===== src/rtl/zbt_point_loader.sv =====
// Point-table loader: steps the 2-bit table index, captures each 36-bit point
// word and writes it to consecutive ZBT addresses starting at BASE_ADDR.
module zbt_point_loader #(
  parameter int unsigned            NUM_POINTS = 4,
  parameter int unsigned            ADDR_WIDTH = 19,
  parameter logic [ADDR_WIDTH-1:0]  BASE_ADDR  = '0
) (
  input  logic                  clk,
  input  logic                  reset,
  input  logic                  start,
  output logic [1:0]            index,
  input  logic [35:0]           value,
  input  logic                  mem_grant,
  output logic                  mem_we,
  output logic [ADDR_WIDTH-1:0] mem_addr,
  output logic [35:0]           mem_data,
  output logic                  busy,
  output logic                  done,
  output logic [2:0]            dbg_state
);

  // Memory handshake: mem_grant acts as "ready" and is sampled only while in
  // S_WAIT_GRANT; a sampled grant commits the write, and mem_we/mem_addr/
  // mem_data are presented for exactly the following cycle. Without a grant
  // the loader waits indefinitely with everything held.
  typedef enum logic [2:0] {
    S_IDLE       = 3'd0,
    S_SETUP      = 3'd1,
    S_CAPTURE    = 3'd2,
    S_WAIT_GRANT = 3'd3,
    S_WRITE      = 3'd4,
    S_DONE       = 3'd5
  } state_e;

  localparam logic [1:0] LAST_IDX = 2'(NUM_POINTS - 1);

  state_e                state_q, state_d;
  logic [1:0]            count_q, count_d;
  logic [1:0]            index_q, index_d;
  logic [35:0]           data_reg_q, data_reg_d;
  logic                  mem_we_q, mem_we_d;
  logic [ADDR_WIDTH-1:0] mem_addr_q, mem_addr_d;
  logic [35:0]           mem_data_q, mem_data_d;
  logic                  busy_q, busy_d;
  logic                  done_q, done_d;

  always_comb begin
    state_d    = state_q;
    count_d    = count_q;
    index_d    = index_q;
    data_reg_d = data_reg_q;
    mem_we_d   = 1'b0;
    mem_addr_d = mem_addr_q;
    mem_data_d = mem_data_q;
    busy_d     = busy_q;
    done_d     = 1'b0;

    case (state_q)
      S_IDLE: begin
        if (start) begin
          state_d = S_SETUP;
          count_d = 2'd0;
          index_d = 2'd0;
          busy_d  = 1'b1;
        end
      end
      S_SETUP: begin
        // Table output is combinational from index; give it a cycle to settle.
        state_d = S_CAPTURE;
      end
      S_CAPTURE: begin
        data_reg_d = value;
        state_d    = S_WAIT_GRANT;
      end
      S_WAIT_GRANT: begin
        if (mem_grant) begin
          mem_we_d   = 1'b1;
          mem_addr_d = BASE_ADDR + ADDR_WIDTH'(count_q);
          mem_data_d = data_reg_q;
          state_d    = S_WRITE;
        end
      end
      S_WRITE: begin
        if (count_q == LAST_IDX) begin
          state_d = S_DONE;
          done_d  = 1'b1;
        end else begin
          count_d = count_q + 2'd1;
          index_d = count_q + 2'd1;
          state_d = S_SETUP;
        end
      end
      S_DONE: begin
        busy_d  = 1'b0;
        state_d = S_IDLE;
      end
      default: begin
        state_d = S_IDLE;
        busy_d  = 1'b0;
      end
    endcase
  end

  always_ff @(posedge clk or posedge reset) begin
    if (reset) begin
      state_q    <= S_IDLE;
      count_q    <= 2'd0;
      index_q    <= 2'd0;
      data_reg_q <= '0;
      mem_we_q   <= 1'b0;
      mem_addr_q <= '0;
      mem_data_q <= '0;
      busy_q     <= 1'b0;
      done_q     <= 1'b0;
    end else begin
      state_q    <= state_d;
      count_q    <= count_d;
      index_q    <= index_d;
      data_reg_q <= data_reg_d;
      mem_we_q   <= mem_we_d;
      mem_addr_q <= mem_addr_d;
      mem_data_q <= mem_data_d;
      busy_q     <= busy_d;
      done_q     <= done_d;
    end
  end

  assign index     = index_q;
  assign mem_we    = mem_we_q;
  assign mem_addr  = mem_addr_q;
  assign mem_data  = mem_data_q;
  assign busy      = busy_q;
  assign done      = done_q;
  assign dbg_state = state_q;

  // Structural invariants of the write sequencing.
  a_no_back_to_back_we: assert property (@(posedge clk) disable iff (reset)
    mem_we_q |=> !mem_we_q);
  a_index_in_range: assert property (@(posedge clk) disable iff (reset)
    index_q <= LAST_IDX);
  a_done_not_with_we: assert property (@(posedge clk) disable iff (reset)
    !(done_q && mem_we_q));

endmodule


===== config.mk =====
export PLATFORM = sky130hd
export DESIGN_NAME = zbt_point_loader
export DESIGN_NICKNAME = d
export VERILOG_FILES = /design/src/rtl/zbt_point_loader.sv
export SDC_FILE = /design/constraint.sdc
export NUM_CORES = 1
export LEC_CHECK = 0
export ABC_AREA = 1
export CAP_MARGIN = 15
export CORE_MARGIN = 2
export CORE_UTILIZATION = 50
export DETAILED_ROUTE_END_ITERATION = 6
export GPL_TIMING_DRIVEN = 0
export PLACE_DENSITY = 0.82
export SLEW_MARGIN = 30
export SYNTH_ARGS = -nofsm -noshare
export SYNTH_HDL_FRONTEND = slang
export SYNTH_SLANG_ARGS = --single-unit
export TNS_END_PERCENT = 100

===== constraint.sdc =====
create_clock -name clk -period 6.1 [get_ports clk]
set_input_delay 0.61 -clock clk [delete_from_list [all_inputs] [get_ports clk]]
set_output_delay 0.61 -clock clk [all_outputs]
set_load 0.005 [all_outputs]

After elaboration in Yosys (flattened, before gate mapping)
Cells that the tools add are included.
Widths: inputs -> output; s select.
Storage, ports and cells
  register bits after elaboration: 82
  logic and storage cells: 38
  output and inout port bits: 63
  input bits: 40
Cells by class
  reductions and logical operators: 7
  multiplexer cells: 13
  equal/unequal tests: 8
  add/subtract/negate cells: 1
  bitwise logic cells: 1
Operator list (count)
  $pmux 3 s5: 1
  $mux 3: 3
  $eq 3x2->1 const B: 2
  $ne 2x2->1 const B: 3
  $reduce_and 2->1: 3
  $mux 1: 5
  $mux 2: 2
  $pmux 2 s2: 1
  $reduce_or 4->1: 1
  $eq 3x1->1 const B: 1
  $eq 3x3->1 const B: 1
  $logic_not 3->1: 1
  $reduce_and 3->1: 1
  $add 2x1->2 const B: 1
  $eq 2x2->1 const B: 1
  $pmux 1 s2: 1
  $reduce_bool 2->1: 1
  $not 1->1: 1

Logic depth before layout (Yosys ltp)
Gate-level depths: netlist of the first run.
  word-level depth: 4
  mapped depth: 8
  gate-level depth less buffers: 6

Worst setup path before layout of the first run
OpenSTA, ideal clock, no wires.
  kind: register to register
  start: reg state_q[1] (netlist: dbg_state[1])
  end: reg mem_data_q[14] (netlist: mem_data[14])
  stages on the path, launching flop included: 9
  path slack: 4.936 ns
  data arrival time: 1.048 ns
  clock period less this slack: 1.164 ns
  cells stage by stage: dfrtp_1 > buf_4 > nand2_2 > nor2_4 > nand2_4 > inv_2 > buf_4 > nand2_1 > nand2_1
On the way
  word-level cells in the longest chain between the ends: 2
Ends and longest elaborated chain
  from (decl): RTL line 37  | state_e state_q, state_d;
  from (signal assigned): RTL line 116  | state_q <= state_d;
  $eq 3x2->1: RTL line 58  | case (state_q)
  $reduce_and 2->1 (no line)
  to (signal assigned): RTL line 122  | mem_data_q <= mem_data_d;
  to (decl): RTL line 43  | logic [35:0] mem_data_q, mem_data_d;
Every way passes these cells.
A chain may end at the register's enable or synchronous reset.

Worst setup path after layout of the first run
  start: reg state_q[2] (netlist: dbg_state[2])
  end: out dbg_state[2]
RTL lines
  to (decl): RTL line 19  | output logic [2:0] dbg_state
No word-level cell between the ends.

==> results.toml, run 1 <==
[status]
outcome = "finished clean"

[cts]
ctsResizeCount = 0
cts_buffer_depth = 2
clk-insertion-delay-late_ns = 0.35
clk_pin_slew_ns = 0.08
clock-root-buffer = "clkbuf_8"
numCtsBuffers = 9
cts_sinks = 82
hold_buffers = 0
ctsHtreeMaxLevel = 3
cts_tree = "built"
cts_setup_buffers = 0

[timing]
tightest_slew_ns = 0.507
finalHoldViolCount = 0
timing.final.crit_period_ns = 2.07
fmax_ghz = 0.484
setup_viol = 0
slew_viol_final = 0
rsz0062_at_grt = "false"
finalSetupTns_ns = 0
fin_crit_sh_pct = 33.9
slew_headroom_pct = 66.2
skew_ns = 0.00875

[floorplan]
row_count = 29
core_area_sq_mm = 0.00639
die_area_sq_mm = 0.00734
fp.dieW_um = 85.7
die_y_um = 85.7
initial_core_util_pct = 52.2
ios = 103

[routing]
final_antenna_net_count = 0
vias = 2742
wl_met1_um = 3070
wl_met3_um = 339
met2_length_um = 3790
drcViolationCount = 0
viasPerCell = 4.82
highest_layer = "met4"
detail_route.iter0.violations = 124
wl_um = 7410
drtPass1Iterations = 4
post_drt_wl_per_cell_um = 13.0

[synth]
ys_top_cells_by_area = "dfrtp_1, nand2_1, nand3_1"
synthCells = 374
netlist.area_leader.share_pct = 61.5
yosysSeqAreaShare_pct = 61.5
synth_area_sq_mm = 0.00334
ys.warnings.count = 0
synth_area_leader_cell = "dfrtp_1"
avgSynthCellArea_sq_um = 8.92
synth_cell_types = 19
ys_ff_latch = 82

[placed_design]
placed_area_sq_mm = 0.00437
dp_hpwl_um = 5210
gp_congestion = 0.765
io_buffers = 85

[final_layout]
syn_to_final_growth_pct = 38.4
final_cell_area_sq_mm = 0.00462
drive_above_1_share_pct = 11.2
n_antenna_cell = 0
final_nets = 528

[worst_setup_path]
slowest_delay_ns = 0.57
endpoint_kind = "output pin"
path_depth = 1
arrival_ns = 1.46
crit_slowest_cell = "clkdlybuf4s50_1"
crit_family = "buffers and inverters"
crit_fanout = 7
path_cells = "clkdlybuf4s50_1"
crit_buf_inv = 1
required_ns = 5.49
reg2reg_depth = 5
crit_path_start_kind = "flop"
worstSetupPathType = "flop to output pin"

[global_route]
grt_max_degree = 43
global_route.usage.total_pct = 21.6
grt_pass1_vias = 2699
antenna_found_initial = 0
grt_pass1_wl_um = 12200
grt-ovfl-total = 0

[power_and_ir_drop]
leakagePower_nw = 2.43
ir_drop_v = 0.000282
power_per_cell_area_mw_per_mm2 = 498

[min_path]
holdCritPathClass = "flop to flop"
min_path_cells = 2

[flow_run]
timing.max_cap.violations = 0
## registers in the layout (all words and copies together), names as in the netlist
signal / flops
index: 2
data_reg_q: 36
mem_we: 1
done: 1
mem_data: 36
dbg_state: 3
busy: 1
mem_addr: 2
## tightest hold or removal path: stages, from the launching register on
cell and delay [ns]:
dfrtp_1 0.35, nand2_1 0.05, nand2_1 0.05
## layout by cell type (no fill, tap or decap), types with 7 or more instances in the layout
cell | Yosys | layout
a21oi_1 | 8 | 8
buf_2 | 11 | 11
buf_4 | 21 | 21
clkbuf_8 | 0 | 11
clkdlybuf4s50_1 | 0 | 85
conb_1 | 1 | 17
dfrtp_1 | 82 | 82
inv_1 | 16 | 15
nand2_1 | 173 | 173
nand3_1 | 33 | 33
nor2_1 | 9 | 9
o21ai_1 | 7 | 7
## where the power goes
| group | total (mW) | switching [mW] | internal [mW] |
|---|---|---|---|
| Clock | 0.485 | 0.191 | 0.295 |
| Sequential | 0.930 | 0.136 | 0.794 |
| Combinational | 0.886 | 0.452 | 0.434 |
| Total | 2.30 | 0.779 | 1.52 |
## path summary, 6_finish.rpt
check / slack [ns] / startpoint / end
worst max-delay path: 4.03 / dbg_state[2]$_DFFE_PP0P_ / dbg_state[2]
worst min-delay path: 0.47 / data_reg_q[17]$_DFFE_PP0P_ / mem_data[17]$_DFFE_PP0P_
worst max register to register: 4.70 / dbg_state[2]$_DFFE_PP0P_ / data_reg_q[3]$_DFFE_PP0P_
worst min register to register: 0.47 / data_reg_q[17]$_DFFE_PP0P_ / mem_data[17]$_DFFE_PP0P_
max in group asynchronous: 4.87 / reset / dbg_state[0]$_DFFE_PP0P_
min in group asynchronous: 0.64 / reset / data_reg_q[16]$_DFFE_PP0P_
## stage by stage
step	hold WS (ns)	power (mW)	cells	utilization, %	setup WS (ns)
2_1_floorplan	0.442	1.40	390	-	3.38
3_3_place_gp	0.448	1.79	552	68.0	2.20
3_5_place_dp	0.453	1.83	553	68.4	4.31
4_1_cts	0.473	2.32	569	72.3	4.03
5_1_grt	0.496	2.48	569	72.3	4.01
6_report	0.469	2.30	569	72.3	4.03
## final cells by class
class	count	area [sq um]
clock buffers	12	155
multi-input cells	256	1060
flip-flops and latches	82	2050
fillers	485	1770
plain buffers	35	224
inverters	17	66.3
well taps	77	96.3
clock inverters	4	97.6
repair buffers	86	871
## synth_stat cells (all sizes together)
master    n
nand3    33
nand2   176
dfrtp    82
buf      32
nor3      1
a21oi     8
inv      17
nor2     11
conb      1
ha        1
o21ai     9
clkbuf    3
## cell families after synthesis
kind of cell / synth area share, %
AND/OR/NAND/NOR: 26.8
flip-flops: 61.5
buffers and inverters: 8.63
AO/OA/AOI/OAI: 2.55
adder cells (fa/ha/maj): 0.375
other: 0.112
## per-layer routing
layer	global-route usage [%]	up-vias
met4	11.4	0
li1	-	1342
met2	37.4	82
met5	0	-
met1	25.9	1301
met3	3.46	17
(Power assumes the default switching activity.)
==> run 2: changes to the inputs <==
Settings changed: CORE_UTILIZATION 50 to 42, PLACE_DENSITY 0.82 to 0.73.
Clock period 6.1 ns to 1.8 ns, I/O delays scaled along.
==> run 2 against run 1 <==
Critical path type unchanged. Largest power group unchanged. Non-clock buffer count is 2 higher. Sequential share of layout area decreased by 0.14 points. Die area rose by 18%. Critical path depth is the same. Final cell count increased by 4.4%. Global-route usage decreased by 4.0 points. Clock skew shrank 0.00095 ns. Flip-flop and latch count unchanged. First-iteration DRC count decreased by 31%. Hold slack got worse by 0.27 ns.
==> results.toml, run 2 (synthesized netlist as in run 1, its figures left out) <==
[power_and_ir_drop]
p_switching_mw = 2.58
seq_power_share_pct = 42.7
power_per_cell_area_mw_per_mm2 = 1590
power_frac_clock_pct = 16.7
leakagePower_nw = 2.42
swShare_pct = 35.0
ir_drop_v = 0.000701
p_comb_share_pct = 40.5
p_total_mw = 7.37
p_int_mw = 4.79

[final_layout]
fillers = 705
final_cells = 594
syn_to_final_growth_pct = 38.9
final_cell_mix = "nand2_1, clkdlybuf4s50_1, dfrtp_1"
n_antenna_cell = 0
fin_util_pct = 60.0
drive_above_1_share_pct = 11.2
layout_commonest_cell = "nand2_1"
final_nets = 530

[floorplan]
die_area_sq_mm = 0.00867
fp.dieW_um = 93.1
row_count = 32
die_y_um = 93.1
initial_core_util_pct = 43.2
core_area_sq_mm = 0.00773
ios = 103

[placed_design]
gp_congestion = 0.738
dp_hpwl_um = 5260
post-place-ws_ns = 0.428
place_inst = 580
io_buffers = 85

[routing]
viasPerCell = 4.54
final_antenna_net_count = 0
vias = 2695
drcViolationCount = 0
detail_route.iter0.violations = 86
drtPass1Iterations = 4
post_drt_wl_per_cell_um = 12.2
wl_um = 7270

[cts]
cts_buffer_depth = 2
clk_pin_slew_ns = 0.08
cts_tree = "built"
cts_sinks = 82
cts_setup_buffers = 0
ctsResizeCount = 0
numCtsBuffers = 9
ctsHtreeMaxLevel = 3
clk-insertion-delay-late_ns = 0.34
clock-root-buffer = "clkbuf_8"
hold_buffers = 0

[global_route]
antenna_found_initial = 0
grt_pass1_vias = 2584
grt_max_degree = 26
grt_pass1_wl_um = 11800
grt-ovfl-total = 0
global_route.usage.total_pct = 17.6

[timing]
fin_crit_sh_pct = 88.3
tightest_slew_ns = 0.507
setup_viol = 0
hold_ws_ns = 0.196
skew_ns = 0.00780
slew_headroom_pct = 66.2
slew_viol_final = 0
setup_ws_ns = 0.211
fmax_ghz = 0.629
rsz0062_at_grt = "false"
finalHoldViolCount = 0
timing.final.crit_period_ns = 1.59

[worst_setup_path]
crit_family = "buffers and inverters"
crit_fanout = 7
path_cells = "clkdlybuf4s50_1"
crit_path_start_kind = "flop"
required_ns = 1.62
crit_slowest_cell = "clkdlybuf4s50_1"
slowest_delay_ns = 0.56
arrival_ns = 1.41
endpoint_kind = "output pin"
worstSetupPathType = "flop to output pin"
crit_buf_inv = 1

[flow_run]
timing.max_cap.violations = 0

[min_path]
holdCritPathClass = "input port to async pin"

[status]
outcome = "finished clean"
## run 2: worst paths after layout
| check | to | depth (start not counted) | slack (ns) | startpoint |
|---|---|---|---|---|
| worst max register to register | mem_data[32]$_DFFE_PP0P_ | 8 | 0.42 | dbg_state[1]$_DFFE_PP0P_ |
| min in group clk | data_reg_q[17]$_DFFE_PP0P_ | 3 | 0.39 | value[17] |
| worst max-delay path | dbg_state[2] | 1 | 0.21 | dbg_state[2]$_DFFE_PP0P_ |
| worst min-delay path | mem_data[23]$_DFFE_PP0P_ | 2 | 0.20 | reset |
| worst min register to register | mem_data[14]$_DFFE_PP0P_ | 2 | 0.47 | data_reg_q[14]$_DFFE_PP0P_ |
| max in group asynchronous | mem_data[10]$_DFFE_PP0P_ | 4 | 0.96 | reset |
## run 2: power by group through the flow
| stage | registers (mW) | clock network [mW] | logic, mW |
|---|---|---|---|
| after floorplan | 3.14 | 0 | 1.59 |
| after global placement | 3.15 | 0 | 2.92 |
| after detailed placement | 3.18 | 0 | 3.02 |
| after CTS | 3.15 | 1.26 | 3.03 |
| after global routing | 3.25 | 1.34 | 3.38 |
| final | 3.15 | 1.23 | 2.99 |
## run 2: per-stage QoR
stage	instance area, sq um	TNS [ns]
2_1_floorplan	3400	0
3_3_place_gp	4380	-17.62
3_5_place_dp	4460	0
4_1_cts	4630	0
5_1_grt	4630	0
6_report	4630	0
## run 2: layout make-up
class | instances | area, sq um | share of cell area (%)
flip-flops and latches | 82 | 2050 | 44.3
multi-input cells | 256 | 1060 | 22.8
repair buffers | 88 | 933 | 20.1
plain buffers | 35 | 224 | 4.83
clock buffers | 10 | 128 | 2.75
well taps | 102 | 128 | 2.75
inverters | 17 | 67.6 | 1.46
clock inverters | 4 | 45.0 | 0.972
## run 2: per-layer routing
metal / GRT usage (%) / part of all wire (%)
met1: 22.5 / 45
met2: 29.2 / 49
met3: 3.22 / 4.4
met4: 7.84 / 1.8
met5: 0 / 0
